`config.mk`:
```
export PLATFORM = sky130hd
export DESIGN_NAME = srambank_initiator
export DESIGN_NICKNAME = d
export VERILOG_FILES = /design/src/rtl/srambank_pkg.sv /design/src/rtl/srambank_rsp_fifo.sv /design/src/rtl/srambank_initiator.sv
export SDC_FILE = /design/constraint.sdc
export NUM_CORES = 1
export LEC_CHECK = 0
export ABC_AREA = 1
export CELL_PAD_IN_SITES_DETAIL_PLACEMENT = 1
export CELL_PAD_IN_SITES_GLOBAL_PLACEMENT = 1
export CORE_MARGIN = 2
export CORE_UTILIZATION = 34
export DETAILED_ROUTE_END_ITERATION = 12
export PLACE_DENSITY_LB_ADDON = 0.2
export SETUP_SLACK_MARGIN = 0.3
export SLEW_MARGIN = 15
export SYNTH_ARGS = -nofsm -noshare
export SYNTH_HDL_FRONTEND = slang
export SYNTH_SLANG_ARGS = --single-unit
```
`constraint.sdc`:
```
create_clock -name i_clk -period 2.7 [get_ports i_clk]
set_input_delay 0.27 -clock i_clk [delete_from_list [all_inputs] [get_ports i_clk]]
set_output_delay 0.27 -clock i_clk [all_outputs]
set_load 0.005 [all_outputs]
```
`src/rtl/srambank_pkg.sv`:
```
// Shared types and helpers for the SRAM bank initiator and its response FIFO.
// rsp_entry_t is sized for the default TAG/DATA widths.
package srambank_pkg;

  localparam int unsigned RSP_DATA_W = 18;
  localparam int unsigned RSP_TAG_W  = 4;

  typedef struct packed {
    logic [RSP_TAG_W-1:0]  tag;
    logic [RSP_DATA_W-1:0] data;
  } rsp_entry_t;

  function automatic int unsigned bank_bits(input int unsigned num_banks);
    return (num_banks > 1) ? $clog2(num_banks) : 1;
  endfunction

  function automatic int unsigned ptr_bits(input int unsigned depth);
    return (depth > 1) ? $clog2(depth) : 1;
  endfunction

  function automatic logic bank_hit(input int unsigned idx, input int unsigned bank);
    return idx == bank;
  endfunction

endpackage

```
`src/rtl/srambank_rsp_fifo.sv`:
```
// In-order response FIFO with occupancy output; reads back zero when empty.
// Depth must be a power of two so the pointers wrap naturally.
module srambank_rsp_fifo import srambank_pkg::*; #(
  parameter int unsigned WIDTH = 22,
  parameter int unsigned DEPTH = 4,
  localparam int unsigned PTR_W = ptr_bits(DEPTH),
  localparam int unsigned CNT_W = PTR_W + 1
) (
  input  logic             i_clk,
  input  logic             i_rst_n,
  input  logic             i_push,
  input  logic [WIDTH-1:0] i_data,
  input  logic             i_pop,
  output logic             o_valid,
  output logic [WIDTH-1:0] o_data,
  output logic [CNT_W-1:0] o_count
);

  logic [WIDTH-1:0] mem_q [DEPTH];
  logic [PTR_W-1:0] wr_ptr_q, rd_ptr_q;
  logic [CNT_W-1:0] count_q;
  logic             pop;

  assign o_valid = (count_q != '0);
  assign pop     = i_pop && o_valid;
  assign o_data  = o_valid ? mem_q[rd_ptr_q] : '0;
  assign o_count = count_q;

  always_ff @(posedge i_clk) begin
    if (!i_rst_n) begin
      wr_ptr_q <= '0;
      rd_ptr_q <= '0;
      count_q  <= '0;
    end else begin
      if (i_push) wr_ptr_q <= wr_ptr_q + PTR_W'(1);
      if (pop)    rd_ptr_q <= rd_ptr_q + PTR_W'(1);
      case ({i_push, pop})
        2'b10:   count_q <= count_q + CNT_W'(1);
        2'b01:   count_q <= count_q - CNT_W'(1);
        default: count_q <= count_q;
      endcase
    end
  end

  // Storage needs no reset; occupancy alone decides what is visible.
  always_ff @(posedge i_clk) begin
    if (i_rst_n && i_push) mem_q[wr_ptr_q] <= i_data;
  end

endmodule

```
`src/rtl/srambank_initiator.sv`:
```
// Request-side master for a group of single-port SRAM banks with in-order tagged responses.
// Optional feature: define SRAMBANK_INITIATOR_WRITE_ACK_EN to return an ack entry for every write.
module srambank_initiator import srambank_pkg::*; #(
  parameter int unsigned ADDRESS   = 9,
  parameter int unsigned DATA      = RSP_DATA_W,
  parameter int unsigned NUM_BANKS = 4,
  parameter int unsigned TAG       = RSP_TAG_W,
  parameter int unsigned RSP_DEPTH = 4,
  localparam int unsigned BANK_BITS = bank_bits(NUM_BANKS)
) (
  input  logic                         i_clk,
  input  logic                         i_rst_n,
  input  logic                         i_req_valid,
  output logic                         o_req_ready,
  input  logic                         i_req_write,
  input  logic [ADDRESS+BANK_BITS-1:0] i_req_addr,
  input  logic [DATA-1:0]              i_req_wdata,
  input  logic [TAG-1:0]               i_req_tag,
  output logic                         o_rsp_valid,
  input  logic                         i_rsp_ready,
  output logic [DATA-1:0]              o_rsp_data,
  output logic [TAG-1:0]               o_rsp_tag,
  output logic [ADDRESS-1:0]           o_bank_address,
  output logic [DATA-1:0]              o_bank_wdata,
  output logic [NUM_BANKS-1:0]         o_bank_sel,
  output logic                         o_bank_read_en,
  output logic                         o_bank_write_en,
  input  logic [NUM_BANKS*DATA-1:0]    i_bank_rdata
);

  localparam int unsigned CNT_W   = ptr_bits(RSP_DEPTH) + 1;
  localparam int unsigned ENTRY_W = TAG + DATA;

  logic [BANK_BITS-1:0] req_bank;
  logic [ADDRESS-1:0]   req_word;
  logic                 credit_ok;
  logic                 accept;
  logic                 track;
  logic [CNT_W-1:0]     rsp_count;
  logic                 rsp_pop;
  logic [ENTRY_W-1:0]   push_entry;
  logic [ENTRY_W-1:0]   head_entry;
  logic [DATA-1:0]      pend_rdata;

  logic                 pending_q;
  logic                 pend_write_q;
  logic [BANK_BITS-1:0] pend_bank_q;
  logic [TAG-1:0]       pend_tag_q;

  assign req_bank = i_req_addr[BANK_BITS-1:0];
  assign req_word = i_req_addr[BANK_BITS +: ADDRESS];

  // The in-flight entry holds a slot; a same-cycle pop does not free one, keeping ready shallow.
  assign credit_ok = ({1'b0, rsp_count} + {{CNT_W{1'b0}}, pending_q}) < (CNT_W + 1)'(RSP_DEPTH);

`ifdef SRAMBANK_INITIATOR_WRITE_ACK_EN
  assign o_req_ready = i_rst_n && credit_ok;
  assign track       = accept;
`else
  assign o_req_ready = i_rst_n && (i_req_write || credit_ok);
  assign track       = accept && !i_req_write;
`endif

  assign accept = i_req_valid && o_req_ready;

  always_comb begin
    o_bank_address  = '0;
    o_bank_wdata    = '0;
    o_bank_read_en  = 1'b0;
    o_bank_write_en = 1'b0;
    if (accept) begin
      o_bank_address  = req_word;
      o_bank_wdata    = i_req_wdata;
      o_bank_read_en  = !i_req_write;
      o_bank_write_en = i_req_write;
    end
  end

  for (genvar b = 0; b < NUM_BANKS; b++) begin : g_sel
    assign o_bank_sel[b] = accept && bank_hit(32'(req_bank), b);
  end

  always_ff @(posedge i_clk) begin
    if (!i_rst_n) begin
      pending_q    <= 1'b0;
      pend_write_q <= 1'b0;
      pend_bank_q  <= '0;
      pend_tag_q   <= '0;
    end else begin
      pending_q <= track;
      if (track) begin
        pend_write_q <= i_req_write;
        pend_bank_q  <= req_bank;
        pend_tag_q   <= i_req_tag;
      end
    end
  end

  // Bank output is valid the cycle after the read strobe and held until the next read.
  assign pend_rdata = i_bank_rdata[pend_bank_q * DATA +: DATA];
  assign push_entry = {pend_tag_q, pend_write_q ? {DATA{1'b0}} : pend_rdata};
  assign rsp_pop    = o_rsp_valid && i_rsp_ready;

  srambank_rsp_fifo #(
    .WIDTH (ENTRY_W),
    .DEPTH (RSP_DEPTH)
  ) u_rsp_fifo (
    .i_clk   (i_clk),
    .i_rst_n (i_rst_n),
    .i_push  (pending_q),
    .i_data  (push_entry),
    .i_pop   (rsp_pop),
    .o_valid (o_rsp_valid),
    .o_data  (head_entry),
    .o_count (rsp_count)
  );

  assign o_rsp_tag  = head_entry[ENTRY_W-1 -: TAG];
  assign o_rsp_data = head_entry[DATA-1:0];

endmodule

```
Word level (Yosys, flattened, before mapping)
Memories as Yosys holds them, arrays and structs flattened. A register that Yosys moved wholly into a read port is not among the register bits.
Cells that the tools add are included.

storage, ports and cells
  register bits after elaboration = 15
  memories = 1
  word-level logic and storage cells = 47
  bits in writable memories = 88
  bits of input ports = 110
  output and inout bits = 57

cells by class
  shift-type cells = 1
  muxes and demuxes = 11
  $lt $le $gt $ge = 1
  equality and inequality tests = 5
  reductions and logical operators = 15
  multiply operators = 1
  add/subtract/negate cells = 5

memories
  name              words  width  read ports  clocked after memory_dff  wr ports  RTL line                 RTL
  u_rsp_fifo.mem_q  4      22     1           1                         1         srambank_rsp_fifo.sv:19  logic [WIDTH-1:0] mem_q [DEPTH];

operators with widths
  kind                   count
  $shiftx A72 B8 Y18     1
  $mux W18               2
  $mux W22               1
  $logic_and A1 B1 Y1    10
  $mux W9                1
  $eq A2 B2 Y1 const B   3
  $mul A2 B4 Y6 const B  1
  $pmux W3 S2            1
  $add A2 B1 Y2 const B  2
  $add A3 B1 Y4          1
  $eq A2 B1 Y1 const B   2
  $lt A4 B3 Y1 const B   1
  $mux W1                4
  $mux W2                2
  $add A3 B1 Y3 const B  1
  $reduce_bool A3 Y1     1
  $sub A3 B1 Y3 const B  1
  $logic_not A2 Y1       1
  $reduce_bool A2 Y1     1
  $logic_not A1 Y1       1
  $logic_or A1 B1 Y1     1

Depth between registers and ports, before layout
  word-level depth = 6
  gate-level depth with buffers = 11
  mapped depth without buffers = 11

Hierarchy
Synthesis repeated with hierarchy kept, for this count alone.

unflattened totals
  cell total of the unflattened synthesis = 585
  area total of the unflattened synthesis = 5,216.3 um^2

by module, submodules not included
  module              cells each  sequential area each (um^2)  area an instance (um^2)  instances
  srambank_rsp_fifo   326         2,822.7                      3,895.0                  1
  srambank_initiator  259         160.2                        1,321.3                  1

Worst setup path after synthesis
Ideal clock, no wire load.

  path type = register -> register
  start point = reg u_rsp_fifo.wr_ptr_q[0]
  end point = mem u_rsp_fifo.mem_q[2][0] (enable)
  slack = 0.768 ns
  required time = 2.299 ns
  arrival = 1.531 ns
  period minus slack after synthesis = 1.932 ns
  library setup time = 0.401 ns
  stages on the path, launching flop included = 5
  buffers on the path = 0
  cells stage by stage = dfxtp_1 inv_1 ha_1 inv_1 nor2_1

RTL lines
  what                      RTL line                 RTL
  start: declaration        srambank_rsp_fifo.sv:20  logic [PTR_W-1:0] wr_ptr_q, rd_ptr_q;
  start signal: assignment  srambank_rsp_fifo.sv:35  if (i_push) wr_ptr_q <= wr_ptr_q + PTR_W'(1);
  end: declaration          srambank_rsp_fifo.sv:19

Straight into the memory's write port.

==> flow_summary.yaml <==
yosys:
  synth_top_family_by_area: "simple AND/OR/NAND/NOR gates"
  yosysSeqAreaShare_pct: 58.1
  syn-num-nets: 691
  synth_fa_ha_area_share_pct: 1.61
  synth_mux_area_share_pct: 0
  synth_cell_types: 27
  avgSynthCellArea_um2: 8.93
  ys.warnings.count: 0
  synthXorXnorAreaFrac_pct: 0.170
  synth-simple-area-share_pct: 18.8
  synthCells: 575
  ys_ff_latch: 105
  synth_compound_area_share_pct: 13.6
  syn_area_um2: 5140
final_layout:
  post-route-util_pct: 50.7
  area_delta_synth_final_pct: 44.6
  final_common_cell: "nor2_1"
  drive_gt1_share_pct: 8.76
  layout_common_cells: "nor2_1 (195), clkdlybuf4s50_1 (165), edfxtp_1 (88)"
  num-fill-cells: 1677
  design_area_um2: 7430
  layout.nets: 853
  n_antenna_cell: 0
  fin_cells: 926
cts:
  cts_max_level: 3
  clk_path_buf_depth: 2
  clock-sinks: 105
  path_clk_slew_ns: 0.07
  cts_tree: "done"
  clockRootBuffer: "clkbuf_16"
  clkLatencyLatePin_ns: 0.35
  cts_buffers: 9
setup_path:
  ff2ff_path_depth: 11
  worstPathMaxFanout: 22
  r2r_slack_ns: 0.71
  end_kind: "output port"
  cp_data_arrival_time_ns: 2.03
  critPathRequiredTime_ns: 2.43
  r2r_start: "u_rsp_fifo.o_count[1]"
  start_kind: "flip-flop"
  worstReg2RegEnd: "u_rsp_fifo.o_count[2]"
  crit_type: "flip-flop to output port"
global_route:
  grt_pass1_wl_um: 26000
  grt.met2_usage_pct: 36.9
  grt_max_degree: 38
  grtUsageMet1_pct: 25.1
  antenna_found_initial: 0
  busiest_layer: "met2"
  met3_usage_pct: 6.71
  first_global_vias: 5001
  grt_overflow: 0
  grt.total_usage_pct: 21.0
detailed_routing:
  first_pass_iters: 4
  vias: 4581
  drcViolationCount: 0
  ant_nets: 0
  drt-vias-per-instance: 4.95
  drtIter0Drc: 304
  wl_per_cell_um: 17.9
  routed_wl_um: 16500
sta:
  setup_violations: 0
  maxSlewViolCount: 0
  rsz0062_at_grt: "yes"
  worstMarginPinSlew_ns: 0.764
  maxSlewHeadroom_pct: 49.0
  finalClockSkew_ns: 0.00621
  period_share_pct: 85.3
  min_period_ns: 2.30
  fin_setup_tns_ns: 0
  fmax_mhz: 434
  hold_viol_final: 0
place:
  dp_hpwl_um: 11900
  placedInstanceArea_um2: 6990
  dp.cells: 906
  globalplace.congestion: 0.802
  io_buffers: 166
min_path:
  hp-class: "flip-flop to flip-flop"
  min_from: "u_rsp_fifo.rd_ptr_q[0]"
  holdPathStages: 1
status:
  status: "finished, final reports clean"
floorplanning:
  die_height_um: 127
  ios: 167
  initial_utilization_pct: 35.1
  die_w_um: 127
  fp-row-count: 44
  core-area_um2: 14600
  design.die.area_um2: 16100
power_and_ir_drop:
  leakage_nw: 2.83
  cellPowerDensity_nw_per_um2: 557
  power_mw: 4.14
  ir_drop_uv: 291
job:
  cap_violations: 0
-- worst max-delay path, stage by stage (launching register included) --
cell and delay [ns]:
dfxtp_4 0.41, bufbuf_16 0.33, nor2_1 0.07, nor2_1 0.09
o21ai_0 0.09, a21oi_1 0.17, clkdlybuf4s50_1 0.52
-- sequential cells by signal (all words and copies together), names as in the netlist, named ones only --
name and flops:
pending_q 1, pend_write_q 1, pend_tag_q 4, u_rsp_fifo.mem_q 88, u_rsp_fifo.o_count 3, pend_bank_q 2, u_rsp_fifo.rd_ptr_q 2, u_rsp_fifo.wr_ptr_q 2
-- worst max-delay path by stage --
stage / from / to / cells after the start
after floorplan: u_rsp_fifo.wr_ptr_q[0] / u_rsp_fifo.mem_q[2][0] / 4
after global placement: i_req_write / o_bank_wdata[5] / 6
after detailed placement: i_req_write / o_bank_wdata[16] / 6
after CTS: flip-flop / o_rsp_data[13] / 6
after global routing: flip-flop / o_rsp_data[8] / 5
final: flip-flop / o_rsp_data[10] / 6
-- final cells by class --
class	instances	area, um2	share of cell area, %
repair buffers	182	1900	25.5
repair inverters	1	7.51	0.101
multi-input cells	382	1770	23.9
flip-flops and latches	105	2990	40.3
well taps	184	230	3.10
clock buffers	9	225	3.03
clock inverters	7	83.8	1.13
inverters	56	219	2.95
-- timing repair --
| item | CTS | global route |
|---|---|---|
| hold buffers | 0 | 0 |
| setup buffers | 2 | 0 |
| setup endpoints to repair | 22 | 27 |
| pin swaps | 1 | 3 |
| gates cloned | 2 | 0 |
| resized for setup | 10 | 4 |
-- per-layer routing --
layer	up-vias	wire length, um
met1	2219	6690
li1	2208	-
met3	12	1310
met4	0	159
met5	-	0
met2	142	8380
-- cells in the mapped netlist --
library cell | count | area (um2)
fa_1 | 1 | 20.0
nand3_1 | 2 | 10.0
edfxtp_1 | 88 | 2640
a31oi_4 | 1 | 21.3
or2_2 | 1 | 6.26
buf_6 | 4 | 45.0
xor2_1 | 1 | 8.76
buf_2 | 8 | 40.0
o21ai_0 | 82 | 410
clkbuf_2 | 3 | 15.0
nand2_4 | 2 | 22.5
nand4_2 | 1 | 12.5
nand2_1 | 21 | 78.8
nor2_2 | 11 | 68.8
nand2_2 | 1 | 6.26
nor2_4 | 1 | 11.3
ha_1 | 5 | 62.6
inv_1 | 50 | 188
inv_2 | 6 | 22.5
buf_4 | 5 | 37.5
clkbuf_1 | 10 | 37.5
nor2_1 | 199 | 747
a21oi_1 | 49 | 245
dfxtp_1 | 17 | 340
o21ai_1 | 4 | 20.0
clkbuf_8 | 1 | 13.8
buf_1 | 1 | 3.75
-- cells by family after synthesis --
| kind of cell | Yosys count |
|---|---|
| buffers and inverters | 88 |
| and+or+nand+nor | 239 |
| adders and majority gates | 6 |
| AOI/OAI and AO/OA | 136 |
| DFF | 105 |
| xor gates and xnor gates | 1 |
-- per-stage QoR --
stage	hold WS, ns	setup WS, ns
2_1_floorplan	0.405	0.768
3_3_place_gp	0.469	0.437
3_5_place_dp	0.485	0.350
4_1_cts	0.491	0.347
5_1_grt	0.523	0.277
6_report	0.494	0.396
-- report_power, final --
part           internal [mW]  total (mW)  switching (mW)  leakage (nW)
logic                  0.474       0.951           0.477          1.74
registers               1.81        1.84          0.0269         0.937
clock network          0.737        1.35           0.612         0.149
total                   3.02        4.14            1.12          2.83
Note: power is estimated with default switching activity, not from simulation.
